$ cat config.mk
export PLATFORM = sky130hd
export DESIGN_NAME = vigna_bus_arbiter_flat
export DESIGN_NICKNAME = d
export VERILOG_FILES = /design/src/rtl/vigna_bus_pkg.sv /design/src/rtl/vigna_bus_arbiter_if.sv /design/src/rtl/vigna_rr_pick.sv /design/src/rtl/vigna_bus_arbiter.sv /design/src/flat_wrapper.sv
export SDC_FILE = /design/constraint.sdc
export NUM_CORES = 1
export LEC_CHECK = 0
export CORE_AREA = 2 2 166 168
export DETAILED_ROUTE_END_ITERATION = 10
export DIE_AREA = 0 0 168 170
export PLACE_DENSITY = 0.49
export SLEW_MARGIN = 20
export SYNTH_ARGS = -nofsm -noshare
export SYNTH_HDL_FRONTEND = slang
export SYNTH_SLANG_ARGS = --single-unit
export TNS_END_PERCENT = 1
$ cat constraint.sdc
create_clock -name clk -period 4.9 [get_ports clk]
set_input_delay 1.225 -clock clk [delete_from_list [all_inputs] [get_ports clk]]
set_output_delay 1.225 -clock clk [all_outputs]
set_load 0.02 [all_outputs]
$ cat src/rtl/vigna_bus_pkg.sv
// vigna_bus_pkg: shared state encoding, bus widths and
// default error data for the vigna bus arbiter.
package vigna_bus_pkg;

  typedef enum logic {
    IDLE = 1'b0,
    BUSY = 1'b1
  } arb_state_e;

  localparam int ADDR_W = 32;
  localparam int DATA_W = 32;
  localparam int STRB_W = 4;

  localparam logic [DATA_W-1:0] DEF_ERR_RDATA = 32'hDEAD_BEEF;

endpackage

$ cat src/rtl/vigna_bus_arbiter_if.sv
// vigna_bus_arbiter_if: packed per-master request bus plus
// the single shared slave port seen by the arbiter.
interface vigna_bus_arbiter_if
  import vigna_bus_pkg::*;
#(
  parameter int NUM_MASTERS = 4
);

  logic [NUM_MASTERS-1:0]        m_valid;
  logic [NUM_MASTERS-1:0]        m_ready;
  logic [NUM_MASTERS*ADDR_W-1:0] m_addr;
  logic [NUM_MASTERS*DATA_W-1:0] m_wdata;
  logic [NUM_MASTERS*STRB_W-1:0] m_wstrb;
  logic [DATA_W-1:0]             m_rdata;

  logic              s_valid;
  logic              s_ready;
  logic [ADDR_W-1:0] s_addr;
  logic [DATA_W-1:0] s_wdata;
  logic [STRB_W-1:0] s_wstrb;
  logic [DATA_W-1:0] s_rdata;

  logic [NUM_MASTERS-1:0] grant;
  logic                   timeout_err;

  modport arb (
    input  m_valid, m_addr, m_wdata, m_wstrb,
    input  s_ready, s_rdata,
    output m_ready, m_rdata,
    output s_valid, s_addr, s_wdata, s_wstrb,
    output grant, timeout_err
  );

  modport master (
    output m_valid, m_addr, m_wdata, m_wstrb,
    input  m_ready, m_rdata, grant
  );

  modport slave (
    input  s_valid, s_addr, s_wdata, s_wstrb,
    output s_ready, s_rdata
  );

endinterface

$ cat src/rtl/vigna_rr_pick.sv
// vigna_rr_pick: combinational round-robin picker, first set
// request scanning upward from last+1, wrapping modulo N.
module vigna_rr_pick #(
  parameter int N     = 4,
  parameter int IDX_W = 2
) (
  input  logic [N-1:0]     req,
  input  logic [IDX_W-1:0] last,
  output logic [N-1:0]     onehot,
  output logic [IDX_W-1:0] idx,
  output logic             any
);

  always_comb begin
    int j;
    logic [IDX_W-1:0] jj;
    onehot = '0;
    idx    = '0;
    any    = 1'b0;
    j      = 0;
    jj     = '0;
    for (int k = 1; k <= N; k++) begin
      j  = (int'(last) + k) % N;
      jj = IDX_W'(j);
      if (!any && req[jj]) begin
        any        = 1'b1;
        onehot[jj] = 1'b1;
        idx        = jj;
      end
    end
  end

endmodule

$ cat src/rtl/vigna_bus_arbiter.sv
// vigna_bus_arbiter: N-master round-robin valid/ready arbiter.
// Define VIGNA_ARB_TIMEOUT_EN to enable the BUSY watchdog.
module vigna_bus_arbiter
  import vigna_bus_pkg::*;
#(
  parameter int                NUM_MASTERS    = 4,
  parameter int                IDX_W          = 2,
  parameter int                TIMEOUT_CYCLES = 255,
  parameter logic [DATA_W-1:0] ERR_RDATA      = DEF_ERR_RDATA
) (
  input logic          clk,
  input logic          reset,
  vigna_bus_arbiter_if.arb bus
);

  arb_state_e             state;
  logic [IDX_W-1:0]       idx;
  logic [IDX_W-1:0]       last_idx;
  logic [NUM_MASTERS-1:0] grant_q;

  logic [NUM_MASTERS-1:0] pick_oh;
  logic [IDX_W-1:0]       pick_idx;
  logic                   pick_any;

  logic busy;
  logic tmo;
  logic done;

  logic [ADDR_W-1:0] addr_a  [NUM_MASTERS];
  logic [DATA_W-1:0] wdata_a [NUM_MASTERS];
  logic [STRB_W-1:0] wstrb_a [NUM_MASTERS];

  for (genvar i = 0; i < NUM_MASTERS; i++) begin : g_unpack
    assign addr_a[i]  = bus.m_addr[ADDR_W*i +: ADDR_W];
    assign wdata_a[i] = bus.m_wdata[DATA_W*i +: DATA_W];
    assign wstrb_a[i] = bus.m_wstrb[STRB_W*i +: STRB_W];
  end

  vigna_rr_pick #(
    .N     (NUM_MASTERS),
    .IDX_W (IDX_W)
  ) u_pick (
    .req    (bus.m_valid),
    .last   (last_idx),
    .onehot (pick_oh),
    .idx    (pick_idx),
    .any    (pick_any)
  );

  assign busy = (state == BUSY);
  assign done = busy && (bus.s_ready || tmo);

`ifdef VIGNA_ARB_TIMEOUT_EN
  localparam int CNT_W = $clog2(TIMEOUT_CYCLES + 1);

  logic [CNT_W-1:0] cnt;
  logic             err_q;

  // s_ready in the expiry cycle wins over the watchdog
  assign tmo = busy && !bus.s_ready &&
               (cnt == CNT_W'(TIMEOUT_CYCLES));

  always_ff @(posedge clk or posedge reset) begin
    if (reset) begin
      cnt   <= '0;
      err_q <= 1'b0;
    end else begin
      if (!busy)
        cnt <= '0;
      else if (!bus.s_ready && !tmo)
        cnt <= cnt + CNT_W'(1);
      if (tmo)
        err_q <= 1'b1;
    end
  end

  assign bus.timeout_err = err_q;
`else
  wire unused_cfg = |TIMEOUT_CYCLES;

  assign tmo             = 1'b0;
  assign bus.timeout_err = 1'b0;
`endif

  always_ff @(posedge clk or posedge reset) begin
    if (reset) begin
      state    <= IDLE;
      grant_q  <= '0;
      idx      <= '0;
      last_idx <= IDX_W'(NUM_MASTERS - 1);
    end else begin
      unique case (state)
        IDLE: begin
          if (pick_any) begin
            state   <= BUSY;
            grant_q <= pick_oh;
            idx     <= pick_idx;
          end
        end
        BUSY: begin
          if (done) begin
            state    <= IDLE;
            grant_q  <= '0;
            last_idx <= idx;
          end
        end
      endcase
    end
  end

  assign bus.grant = grant_q;

  always_comb begin
    bus.m_ready = '0;
    if (done)
      bus.m_ready[idx] = 1'b1;
    bus.s_valid = busy && bus.m_valid[idx] && !tmo;
    bus.s_addr  = busy ? addr_a[idx]  : '0;
    bus.s_wdata = busy ? wdata_a[idx] : '0;
    bus.s_wstrb = busy ? wstrb_a[idx] : '0;
    if (tmo)
      bus.m_rdata = ERR_RDATA;
    else
      bus.m_rdata = busy ? bus.s_rdata : '0;
  end

endmodule

$ cat src/flat_wrapper.sv
// flat-port wrapper written by rule: the top's interface ports become plain ports
module vigna_bus_arbiter_flat import vigna_bus_pkg::*;
#(
  parameter int                NUM_MASTERS    = 4,
  parameter int                IDX_W          = 2,
  parameter int                TIMEOUT_CYCLES = 255,
  parameter logic [DATA_W-1:0] ERR_RDATA      = DEF_ERR_RDATA
)
  (clk, reset, bus_m_valid, bus_m_addr, bus_m_wdata, bus_m_wstrb, bus_s_ready, bus_s_rdata, bus_m_ready, bus_m_rdata, bus_s_valid, bus_s_addr, bus_s_wdata, bus_s_wstrb, bus_grant, bus_timeout_err);
  vigna_bus_arbiter_if #(.NUM_MASTERS(NUM_MASTERS)) bus_i ();
  input logic clk;
  input logic reset;
  input wire logic [$bits(bus_i.m_valid)-1:0] bus_m_valid;
  input wire logic [$bits(bus_i.m_addr)-1:0] bus_m_addr;
  input wire logic [$bits(bus_i.m_wdata)-1:0] bus_m_wdata;
  input wire logic [$bits(bus_i.m_wstrb)-1:0] bus_m_wstrb;
  input wire logic [$bits(bus_i.s_ready)-1:0] bus_s_ready;
  input wire logic [$bits(bus_i.s_rdata)-1:0] bus_s_rdata;
  output wire logic [$bits(bus_i.m_ready)-1:0] bus_m_ready;
  output wire logic [$bits(bus_i.m_rdata)-1:0] bus_m_rdata;
  output wire logic [$bits(bus_i.s_valid)-1:0] bus_s_valid;
  output wire logic [$bits(bus_i.s_addr)-1:0] bus_s_addr;
  output wire logic [$bits(bus_i.s_wdata)-1:0] bus_s_wdata;
  output wire logic [$bits(bus_i.s_wstrb)-1:0] bus_s_wstrb;
  output wire logic [$bits(bus_i.grant)-1:0] bus_grant;
  output wire logic [$bits(bus_i.timeout_err)-1:0] bus_timeout_err;
  assign bus_i.m_valid = bus_m_valid;
  assign bus_i.m_addr = bus_m_addr;
  assign bus_i.m_wdata = bus_m_wdata;
  assign bus_i.m_wstrb = bus_m_wstrb;
  assign bus_i.s_ready = bus_s_ready;
  assign bus_i.s_rdata = bus_s_rdata;
  assign bus_m_ready = bus_i.m_ready;
  assign bus_m_rdata = bus_i.m_rdata;
  assign bus_s_valid = bus_i.s_valid;
  assign bus_s_addr = bus_i.s_addr;
  assign bus_s_wdata = bus_i.s_wdata;
  assign bus_s_wstrb = bus_i.s_wstrb;
  assign bus_grant = bus_i.grant;
  assign bus_timeout_err = bus_i.timeout_err;
  vigna_bus_arbiter #(.NUM_MASTERS(NUM_MASTERS), .IDX_W(IDX_W), .TIMEOUT_CYCLES(TIMEOUT_CYCLES), .ERR_RDATA(ERR_RDATA)) u_core (.clk(clk), .reset(reset), .bus(bus_i));
endmodule
==> summary.txt, run 1 <==
Floorplan
  • Initial core utilization: 0.125
  • Chip width: 168 um
  • IO Count: 421
  • Die area: 0.0286 mm^2
  • Placeable Area: approximately 0.027 mm^2
  • DIE HEIGHT: 170 um
  • Core Rows: 60

Timing
  • Final worst clock skew: 0.00193 ns
  • Slew Limit Fails: 0
  • Slew HR: 0.578
  • Fmax: 233 MHz
  • Final hold viol count: 0
  • Setup Viol. Count Final: 0
  • Slew @ Worst Pin: about 0.62 ns
  • RSZ-0062 raised after global routing: false
  • TNS Setup: 0 ns
  • Final Cycle Share: 0.877
  • Final min period: roughly 4.3 ns
  • Final worst setup slack: 0.603 ns

Drt
  • Routed len/inst: between 20 and 25 um
  • 1st-iter DRT viols: 217
  • Vias per cell: 4.02
  • Detailed-route DRC error count: 0
  • Total vias in the final route: about 4200
  • Routed WL: 21100 um
  • 1st-pass router iterations: 4
  • Post-DRT Antenna Nets: 0

Placement
  • Placed cells: 1043
  • Routability cong.: 0.759
  • Port buffer count: 419
  • Cell area after placement: 0.00787 mm^2
  • Pre-CTS setup slack: between 0.5 and 0.6 ns
  • HPWL after DPL: approximately 18000 um

Final layout
  • Most frequent cells in the layout: clkdlybuf4s50_1 (419), and2_1 (101), mux4_2 (71), nand2_1 (12), ha_1 (8)
  • Commonest non-fill, non-tap cell in the layout: clkdlybuf4s50_1
  • Fillers: 2740
  • Register area: about 240 um^2
  • Post-route cell area: 0.00796 mm^2
  • Synthesis-to-finish area growth: 139%
  • Multi-input gate area: 0.00292 mm^2
  • Share of cells above drive strength 1: 0.129
  • NumNets Final: 1026
  • Final cell count without fillers: roughly 1100

GRT
  • First-pass GRT wire length: approximately 30000 um
  • Largest net degree at the start of global routing: 52
  • Initial antenna violation count: 4
  • Vias in the first global route: 4251
  • GRT Overall Usage: 0.137
  • Overflow after GRT: 0

Run status
  • Status: completed

Yosys
  • Xor and xnor area share after synthesis: 0
  • Compound-Gate Fraction of Synth Area: 0.0717
  • Asr flop ratio synth: 1.00
  • Library cells used by synthesis: between 40 and 50
  • Multiplexer area fraction after synthesis: 0.525
  • Adder-cell share of the synthesized area: 0.0300
  • Mapped cell area: 0.00333 mm^2
  • Seq/Total Area, Yosys: 0.0683
  • Main combinational cell family by area after synthesis: multiplexers
  • Cells after Synth: 314
  • Post-synth EDFFs: 0
  • Syn Nets: 633
  • Post-synth top flop: dfrtp_1
  • Number of synthesized register bits: 9
  • Synth Area in Simple Gates: 0.248
  • Ys Warns: 0
  • Avg Cell Area, Syn: between 10 and 15 um^2

Pwr
  • Worst IR Drop VDD: 0.000230 V
  • Pwr dens: 433 mW/mm^2
  • Final Power: 3450 uW
  • Leakage dissipation: 0.00280 uW

Worst setup path
  • Crit path DAT: 3.07 ns
  • CP endpoint kind: primary output
  • Worst-path fanout max: 13
  • Critical path class: input pin to primary output
  • Critical Path Start Type: input pin
  • CP required: 3.67 ns

Clocking
  • Post CTS Setup Buffer Count: 0
  • CTS clk-pin slew, worst paths: 0.04 ns
  • Clock Latency Late Sink: 0.24 ns
  • Cts hold-fix bufs: 0
  • Clk buf depth: 2
  • Inserted Clock Buffers: 3
  • Clk Tree Root Cell: clkbuf_16
  • CTS tree: built
  • PostCTS Resize Cnt: 0
  • Clock sink count: 9
  • H-tree depth: 1

Job
  • Number of max-cap violations: 0

Worst hold path
  • HP Class: flop to flop
## registers in the layout, summed over array words and instances, names as in the netlist
register / cells
u_core.idx: 2
u_core.bus.grant: 4
u_core.last_idx: 2
u_core.busy: 1
## cell usage after synthesis, types with 2 or more instances
master,count,area (um^2)
nor2_1,6,22.5
buf_2,7,35.0
o21ai_1,4,20.0
a31oi_1,2,12.5
ha_1,8,100
buf_1,2,7.51
a22oi_1,3,22.5
nor2b_1,2,12.5
dfrtp_1,7,175
mux4_1,2,52.6
inv_1,7,26.3
a221o_1,3,30.0
nand2b_1,5,31.3
clkbuf_1,25,93.8
o211ai_1,2,15.0
mux2i_1,6,60.1
or2b_1,3,22.5
o22ai_1,4,25.0
nor3_1,2,10.0
a31o_1,3,26.3
dfstp_2,2,52.6
nand3_1,5,25.0
nand2_1,12,45.0
mux4_2,71,1600
and2_1,101,632
mux2_2,2,22.5
## per-stage QoR
stage	hold WS, ns	utilization
after floorplan	0.616	-
after global placement	0.504	0.295
after detailed placement	0.503	0.295
after CTS	0.518	0.298
after global routing	0.563	0.299
final	0.516	0.299
## cells by family (layout without fill, tap and decap cells)
group                      after synthesis  count (layout)
buffers and inverters                   44             436
and+or+nand+nor                        139             139
DFF                                      9               9
AOI/OAI and AO/OA                       31              31
muxes                                   82              82
adders and majority gates                8               8
other                                    1               4
## final timing paths
kind / slack (ns) / from / endpoint / cells past startpoint
max: 0.60 / bus_m_valid[3] / bus_s_valid / 4
min: 0.52 / u_core.bus.grant[0] / u_core.bus.grant[0] / 2
max reg2reg: 1.49 / u_core.last_idx[0] / u_core.bus.grant[2] / 7
min reg2reg: 0.52 / u_core.bus.grant[0] / u_core.bus.grant[0] / 2
max in group asynchronous: 3.34 / reset / u_core.last_idx[1] / 2
min in group asynchronous: 1.26 / reset / u_core.bus.grant[0] / 2
## critical path, stage by stage
cell and delay, ns:
clkdlybuf4s50_1 0.59, mux4_2 0.53, and2_1 0.17, clkdlybuf4s50_1 0.54
## routing by layer
layer | track usage | vias to the layer above | share of wire
li1 | - | 1994 | -
met2 | 0.243 | 176 | 0.51
met1 | 0.178 | 2045 | 0.42
met4 | 0.0159 | 0 | 0.0086
met5 | 0 | - | 0
met3 | 0.0270 | 8 | 0.065
## power breakdown
part	internal (uW)	total (uW)	switching [uW]
clock	109	145	36.4
combinational	1680	3010	1330
sequential	118	291	173
## area by class of cell
cell class	instances	share of cell area
sequential	9	0.0297
clock buffer	4	0.00990
inverter	7	0.00330
multi-input combinational	261	0.367
timing repair buffer	425	0.536
tap	341	0.0536
antenna	3	0.000943
(Power assumes the default switching activity.)
==> inputs of run 2 (changes only) <==
- clock period: 4.9 -> 5.57 ns (I/O delays scaled with it)
==> run 2 against run 1 <==
Effect of this change: combinational power fell by 14%; routed wire length barely moved; first-iteration DRC count fell by 23%; hold slack improved by 0.0098 ns; power fell by 12%; sequential power rose by 11%; sequential share of layout area barely moved; register-to-register slack improved by 0.76 ns; sequential cell count did not move; clock skew fell by 0.0016 ns; critical path depth did not move.
==> summary.txt, run 2 (synthesis results as in run 1) <==
Floorplan
  • Initial core utilization: 0.125
  • Chip width: between 150 and 200 um
  • Placeable Area: 0.0267 mm^2
  • Die area: 0.0286 mm^2
  • DIE HEIGHT: 170 um
  • Core Rows: 60
  • IO Count: 421

Clocking
  • Clk Tree Root Cell: clkbuf_16
  • Cts hold-fix bufs: 0
  • CTS tree: built
  • Clock Latency Late Sink: approximately 0.23 ns
  • Clk buf depth: 2
  • H-tree depth: 1
  • Clock sink count: 9
  • Post CTS Setup Buffer Count: 0
  • PostCTS Resize Cnt: 0
  • CTS clk-pin slew, worst paths: 0.04 ns
  • Inserted Clock Buffers: 3

GRT
  • GRT Overall Usage: 0.134
  • First-pass GRT wire length: 29000 um
  • Met2 Track Usage GR: 0.243
  • Vias in the first global route: 4241
  • Initial antenna violation count: 4
  • Met3 Track Usage GR: 0.0274
  • Overflow after GRT: 0
  • Largest net degree at the start of global routing: slightly above 80
  • Gr busiest metal: met2
  • M1 GR Usage: 0.171

Pwr
  • Leakage dissipation: 0.00279 uW
  • Pwr dens: about 380 mW/mm^2
  • Worst IR Drop VDD: ~0.00020 V
  • Final Power: 3030 uW

Placement
  • Placed cells: 1042
  • HPWL after DPL: 17400 um
  • Port buffer count: 419
  • Cell area after placement: about 0.008 mm^2
  • Routability cong.: 0.748

Drt
  • Detailed-route DRC error count: 0
  • Total vias in the final route: approximately 4300
  • Routed WL: roughly 21000 um
  • 1st-pass router iterations: 4
  • Post-DRT Antenna Nets: 0
  • 1st-iter DRT viols: 168
  • Routed len/inst: 20.1 um
  • Vias per cell: ~4.1

Final layout
  • Synthesis-to-finish area growth: 138%
  • Most frequent cells in the layout: clkdlybuf4s50_1 (419), and2_1 (101), mux4_2 (71), nand2_1 (12), ha_1 (8)
  • Post-route cell area: a little under 0.008 mm^2
  • Largest register FFs: 4
  • Commonest non-fill, non-tap cell in the layout: clkdlybuf4s50_1
  • Final cell count without fillers: ~1000
  • NumNets Final: 1025
  • Share of cells above drive strength 1: 0.128

Timing
  • Hold WS: 0.526 ns
  • Slew Limit Fails: 0
  • Final Cycle Share: 0.832
  • Slew HR: 0.303
  • Setup Viol. Count Final: 0
  • Final min period: 4.63 ns
  • Slew @ Worst Pin: 1.05 ns
  • Final hold viol count: 0
  • TNS Setup: 0 ns
  • Final worst clock skew: around 0.00029 ns
  • RSZ-0062 raised after global routing: false
  • Fmax: 216 MHz

Worst setup path
  • CP required: approximately 4.2 ns
  • Worst-path fanout max: 13
  • Critical path class: input pin to primary output
  • Crit path DAT: 3.24 ns
  • Critical Path Start Type: input pin
  • CP endpoint kind: primary output

Worst hold path
  • HP Class: flop to flop

Run status
  • Status: completed

Job
  • Number of max-cap violations: 0
[run 2: cell types whose count changed in the layout (fill, tap and decap cells not counted), sizes merged]
cell / change
diode: -1
buf: -1
[run 2: power breakdown]
group,leakage (uW),switching (uW),internal (uW)
logic,0.00265,1110,1470
clock network,0.0000382,29.4,95.5
registers,0.000105,220,102
[run 2: stage by stage]
step                      utilization  worst slack (ns)
final                           0.298             0.936
after global routing            0.298             0.859
after CTS                       0.298             0.937
after detailed placement        0.295             0.940
after global placement          0.295             0.934
after floorplan                     -              1.93
[run 2: cell type report]
class | count | area, um^2
clock buffers | 4 | 78.8
diodes | 2 | 5.00
inverters | 7 | 26.3
fillers | 2747 | 18700
flip-flops and latches | 9 | 236
multi-input cells | 261 | 2920
well taps | 341 | 427
repair buffers | 424 | 4240
[run 2: metal layers]
| layer | up-vias | share of wire |
|---|---|---|
| li1 | 1992 | - |
| met1 | 2109 | 0.41 |
| met2 | 180 | 0.51 |
| met3 | 12 | 0.065 |
| met4 | 2 | 0.0094 |
| met5 | - | 0.00057 |
[run 2: critical path, stage by stage]
cell and delay (ns):
clkdlybuf4s50_1 0.60, mux4_2 0.53, and2_1 0.18, clkdlybuf4s50_1 0.55
[run 2: final timing paths]
check                                    start                  end  slack, ns  cells past startpoint
min reg2reg                u_core.bus.grant[2]  u_core.bus.grant[2]       0.53                      2
max                             bus_m_valid[3]          bus_s_valid       0.94                      4
min                        u_core.bus.grant[2]  u_core.bus.grant[2]       0.53                      2
max reg2reg                 u_core.last_idx[0]        u_core.idx[0]       2.25                      6
min in group asynchronous                reset  u_core.bus.grant[2]       1.43                      2
max in group asynchronous                reset   u_core.last_idx[0]       3.84                      2
==> RTL change 1: new RTL, flow settings as in run 2 <==
`IDX_W` is set to 2 in 3 places; all go to 1.
--- a/src/rtl/vigna_rr_pick.sv
+++ b/src/rtl/vigna_rr_pick.sv
@@ -2,7 +2,7 @@
 // request scanning upward from last+1, wrapping modulo N.
 module vigna_rr_pick #(
   parameter int N     = 4,
-  parameter int IDX_W = 2
+  parameter int IDX_W = 1
 ) (
   input  logic [N-1:0]     req,
   input  logic [IDX_W-1:0] last,
--- a/src/rtl/vigna_bus_arbiter.sv
+++ b/src/rtl/vigna_bus_arbiter.sv
@@ -4,7 +4,7 @@
   import vigna_bus_pkg::*;
 #(
   parameter int                NUM_MASTERS    = 4,
-  parameter int                IDX_W          = 2,
+  parameter int                IDX_W          = 1,
   parameter int                TIMEOUT_CYCLES = 255,
   parameter logic [DATA_W-1:0] ERR_RDATA      = DEF_ERR_RDATA
 ) (
--- a/src/flat_wrapper.sv
+++ b/src/flat_wrapper.sv
@@ -2,7 +2,7 @@
 module vigna_bus_arbiter_flat import vigna_bus_pkg::*;
 #(
   parameter int                NUM_MASTERS    = 4,
-  parameter int                IDX_W          = 2,
+  parameter int                IDX_W          = 1,
   parameter int                TIMEOUT_CYCLES = 255,
   parameter logic [DATA_W-1:0] ERR_RDATA      = DEF_ERR_RDATA
 )
Formal check against the unedited RTL: not equivalent (a bounded check fails within 4 cycles, from zero or initial values and one cycle with reset high).
==> RTL change 1 against run 2 <==
Sequential cell count shrank 4; routed wire length shrank 48%; critical path depth is the same; worst setup slack gained 0.28 ns; power shrank 68%; maximum frequency grew 6.3%; clock power shrank 6%; core utilization shrank 12 points; design area shrank 41%; clock skew is essentially flat; combinational power shrank 70%; synthesized area shrank 52%; highest routed layer is now met4.
==> RTL change 1: results (changes against run 2) <==
[outcome]
status=completed

[layout]
largest_reg_flops=2  ; -2
num_antenna_cells=0  ; -2
fillers=3007  ; +9.5%
nets=792  ; -23%
drive_above_1_share=0.0208  ; -0.107

[worst_setup_path]
crit_slowest_cell=clkdlybuf4s50_1
crit_path_max_fanout=6  ; -7
path_delay_family=buffers and inverters
rr_startpoint=u_core.busy
cp.arrival_ns=2.97  ; -0.27 ns
rr_endpoint=u_core.idx
r2r_cells=3  ; -3
r2r_slack_ns=3.82  ; +1.57 ns
slowest_delay_ns=0.66  ; +0.06 ns

[logic_synthesis]
synthesis.yosys.warnings=0  ; unchanged
synth_area_leaders=mux2i_1 45%, nor2_1 17%, and2_1 13%, dfrtp_1 6.3%, buf_8 5.7%
yosysUniqueCellTypes=23  ; -48%
postSynthAreaPerCell_um2=7.40  ; -30%
async_reset_ff_frac=1.00  ; unchanged
synthTopCellsByCount=71 x mux2i_1, 70 x nor2_1, 32 x and2_1
ys_seq_area_frac=0.0794  ; +0.0111
yosys_most_used_dff=dfrtp_1

[global_route]
antenna_found_initial=0  ; -4
grtUsageMet1=0.0743  ; -0.0966
gr-total-overflow=0  ; unchanged
grt_use_met2=0.126  ; -0.117
grt.met3_usage=0.0433  ; +0.0158
grt_pass1_wl_um=15100  ; -48%
track_usage=0.0709  ; -0.0636
grt_max_degree=56  ; -33%

[drt]
wl_um=10900  ; -48%
vias=2480  ; -42%
drt_first_pass_iters=3  ; -1
drt_iter0_drc=44  ; -74%
viasPerCell=3.02  ; -26%

[cts]
cts_resized=0  ; unchanged
postCtsSetupRepairBufs=0  ; unchanged
clock_latency_ns=0.23  ; about the same
cts_buffer_depth=2  ; unchanged
cts_buffers=3  ; unchanged
htreeDepth=1  ; unchanged
clkTransAtPathRegs_ns=0.03

[sta]
worst_slew_margin_rel=0.335  ; +0.0314
fin_worst_skew_ns=0.000684  ; +0.000398 ns

[hold_path]
hold_start=u_core.bus.grant[1]
holdPathEnd=u_core.bus.grant[1]
hp-class=flip-flop to flip-flop
min_path_cells=1  ; -1

[placement]
io_buffers=277  ; -34%
place.gp.congestion=0.674  ; -10%
dp_cells=817  ; -22%
place_area_um2=4630  ; -41%
dp_hpwl_um=9420  ; -46%

[power]
p_leak_nw=1.88  ; -33%
ir_drop_uv=59.8  ; -71%

[flow_run]
max-cap-violations=0  ; unchanged

-- RTL change 1: cell type report --
type / instances / area (µm²) / area share
repair buffers: 281 / 2800 / 0.595
multi-input cells: 188 / 1260 / 0.268
well taps: 341 / 427 / 0.0906
flip-flops and latches: 5 / 130 / 0.0276
clock buffers: 4 / 78.8 / 0.0167
inverters: 2 / 7.51 / 0.00159
-- RTL change 1: cell families after synthesis --
kind of cell,after synthesis,synth area share
buffers and inverters,26,0.136
other,1,0.00236
muxes,71,0.447
DFF,5,0.0794
AOI/OAI and AO/OA,5,0.0283
and+or+nand+nor,107,0.307
-- RTL change 1: report_power, final --
part	leakage, nW	switching, mW	internal, mW
Sequential	0.0580	0.0277	0.0464
Clock	0.0382	0.0229	0.0948
Combinational	1.78	0.361	0.401
-- RTL change 1: routing by layer --
metal | routed length [µm] | part of all wire
met1 | 4120 | 0.38
met2 | 5140 | 0.47
met3 | 1590 | 0.15
met4 | 33 | 0.0030
met5 | 0 | 0
-- RTL change 1: worst register-to-register path, delay by kind of cell, from the launching register on --
| kind | cells | cell delay, ns |
|---|---|---|
| buffers and inverters | 2 | 1.12 |
| flip-flops | 1 | 0.37 |
| AO/OA/AOI/OAI | 1 | 0.19 |
-- RTL change 1: worst max path at each step --
stage                         from              to  cells past startpoint
floorplan              bus_s_ready  bus_m_ready[0]                      2
global placement    bus_m_valid[1]     bus_s_valid                      4
detailed placement  bus_m_valid[1]     bus_s_valid                      4
CTS                 bus_m_valid[1]     bus_s_valid                      4
global route        bus_m_valid[1]     bus_s_valid                      4
finish              bus_m_valid[1]     bus_s_valid                      4
-- RTL change 1: per-stage QoR --
| step | setup slack (ns) | util | power [mW] | hold WS [ns] |
|---|---|---|---|---|
| 2_1_floorplan | 2.43 | - | 0.484 | 0.501 |
| 5_1_grt | 1.15 | 0.177 | 1.02 | 0.510 |
| 6_report | 1.21 | 0.177 | 0.954 | 0.494 |
| 4_1_cts | 1.18 | 0.177 | 0.978 | 0.500 |
| 3_3_place_gp | 1.18 | 0.174 | 0.857 | 0.487 |
| 3_5_place_dp | 1.18 | 0.174 | 0.853 | 0.493 |
==> RTL change 2: new RTL, settings of run 2 <==
Without the edit above. Build with the macro `VIGNA_ARB_TIMEOUT_EN` defined.
--- a/src/rtl/vigna_bus_arbiter.sv
+++ b/src/rtl/vigna_bus_arbiter.sv
@@ -1,5 +1,7 @@
 // vigna_bus_arbiter: N-master round-robin valid/ready arbiter.
 // Define VIGNA_ARB_TIMEOUT_EN to enable the BUSY watchdog.
+`define VIGNA_ARB_TIMEOUT_EN
+
 module vigna_bus_arbiter
   import vigna_bus_pkg::*;
 #(
Check against the original RTL: no difference found for any inputs over 4 cycles, from zero or initial values and one cycle with reset high; that may be too few to reach the edited logic, so the function may still have changed.
==> RTL change 2 against run 2 <==
Sequential cell count increased by 9; synthesized area increased by 11%; sequential power increased by 22%; worst setup slack got worse by 0.18 ns; clock skew increased by 0.0020 ns; routed wire length increased by 12%; via count increased by 10%; worst hold slack got worse by 0.056 ns; design area increased by 4.9%; power increased by 11%; non-clock buffer count increased by 2; global-route usage increased by 2.0 points; sequential share of layout area increased by 2.6 points; critical path type unchanged.
==> RTL change 2: results (changes against run 2) <==
[drt]
wl_met2_um=11700  ; +8.9%
viasPerCell=4.22  ; +3.1%
route.met3.wl_um=1810  ; +31%
wl_met1_um=9550  ; +9.4%
top_layer=met5
drt_first_pass_iters=4  ; unchanged
wl_um=23600  ; +12%
drt_iter0_drc=405  ; +140%

[global_route]
antenna_found_initial=5  ; +1
grt_pass1_wl_um=32700  ; +13%
grt.met3_usage=0.0388  ; +0.0114
grt_max_degree=65  ; -22%
grtUsageMet1=0.191  ; +0.0198
grt_use_met2=0.266  ; +0.0234
grt_pass1_vias=4773  ; +13%
track_usage=0.154  ; +0.0196

[power]
switching_power_mw=1.56  ; +15%
seq-power_uw=392  ; +22%
power_clock_uw=148  ; +18%
p_leak_nw=3.13  ; +12%
power-per-cell-area_nw_per_um2=403  ; +5.7%
ir_drop_uv=188  ; -7.4%

[cts]
clkTransAtPathRegs_ns=0.05
cts-root-buf=clkbuf_16
cts_buffer_depth=2  ; unchanged
clock_latency_ns=0.25  ; +0.02 ns
postCtsSetupRepairBufs=0  ; unchanged
cts_resized=0  ; unchanged
cts_buffers=3  ; unchanged
htreeDepth=1  ; unchanged

[placement]
dp_hpwl_um=19600  ; +12%
place_area_um2=8230  ; +4.8%
place.gp.congestion=0.834  ; +11%
io_buffers=420  ; +0.24%

[layout]
regMostFlops=u_core.cnt
nets=1099  ; +7.2%
largest_reg_flops=8  ; +4
drive_above_1_share=0.122  ; -0.00555

[hold_path]
hold_start=u_core.bus.timeout_err
holdPathEnd=u_core.bus.timeout_err
min_path_cells=1  ; -1
hp-class=flip-flop to flip-flop

[worst_setup_path]
rr_endpoint=u_core.bus.grant[0]
slowest_delay_ns=0.63  ; +0.03 ns
rr_startpoint=u_core.last_idx[0]
r2r_slack_ns=2.92  ; +0.67 ns
crit_path_max_fanout=9  ; -4
r2r_cells=6  ; unchanged
crit_slowest_cell=clkdlybuf4s50_1

[logic_synthesis]
async_reset_ff_frac=1.00  ; unchanged
yosysUniqueCellTypes=47  ; +6.8%
syn_nets=705  ; +11%
synthTopCellsByCount=70 x mux4_2, 69 x and2_1, 62 x nand2_1
synthesis.yosys.warnings=0  ; unchanged
ys_seq_area_frac=0.122  ; +0.0536
yosys_most_used_dff=dfrtp_1
synth_area_leaders=mux4_2 42%, and2_1 12%, dfrtp_1 11%, nand2_1 6.3%, ha_1 3.0%

[sta]
fin_worst_skew_ns=0.00229  ; +0.00200 ns
worst_slew_margin_rel=0.434  ; +0.131

[outcome]
status=completed

## RTL change 2: cell count changes after synthesis, sizes merged, moves of 9 or more
| cell | delta |
|---|---|
| nand2 | +50 |
| nor2 | +14 |
| dfrtp | +9 |
| inv | +9 |
| and2 | -32 |
| a21oi | +14 |
## RTL change 2: logic make-up (layout without fill, tap and decap cells)
group	Yosys count	after routing	synth area share
XOR/XNOR	5	5	0.0118
flip-flops	18	18	0.122
other	0	4	0
multiplexers	77	77	0.444
AND/OR/NAND/NOR	190	190	0.267
buffers and inverters	53	446	0.0643
AO/OA/AOI/OAI	33	33	0.0606
adder cells (fa/ha/maj)	9	9	0.0303
## RTL change 2: metrics by stage
step / cells / utilization / worst slack [ns] / hold slack, ns
finish: 1123 / 0.312 / 0.751 / 0.470
global route: 1122 / 0.312 / 0.547 / 0.513
CTS: 1119 / 0.312 / 0.717 / 0.478
global placement: 1115 / 0.309 / 0.737 / 0.459
detailed placement: 1115 / 0.309 / 0.723 / 0.464
floorplan: 385 / - / 2.00 / 0.528
## RTL change 2: worst max-delay path by stage
stage                         from        endpoint  slack [ns]  cells past startpoint
CTS                    bus_s_ready  bus_m_rdata[4]        0.72                      6
global route           bus_s_ready     bus_s_valid        0.55                      6
finish                 bus_s_ready     bus_s_valid        0.75                      6
global placement       bus_s_ready  bus_m_rdata[8]        0.74                      6
detailed placement     bus_s_ready  bus_m_rdata[4]        0.72                      6
floorplan           bus_m_valid[3]     bus_s_valid        2.00                      3
## RTL change 2: area by class of cell
type / instances / area [µm²]
antenna: 4 / 10.0
clock buffer: 4 / 78.8
fill: 2778 / 18300
inverter: 16 / 60.1
multi-input combinational: 314 / 3020
sequential: 18 / 462
tap: 341 / 427
timing repair buffer: 426 / 4260
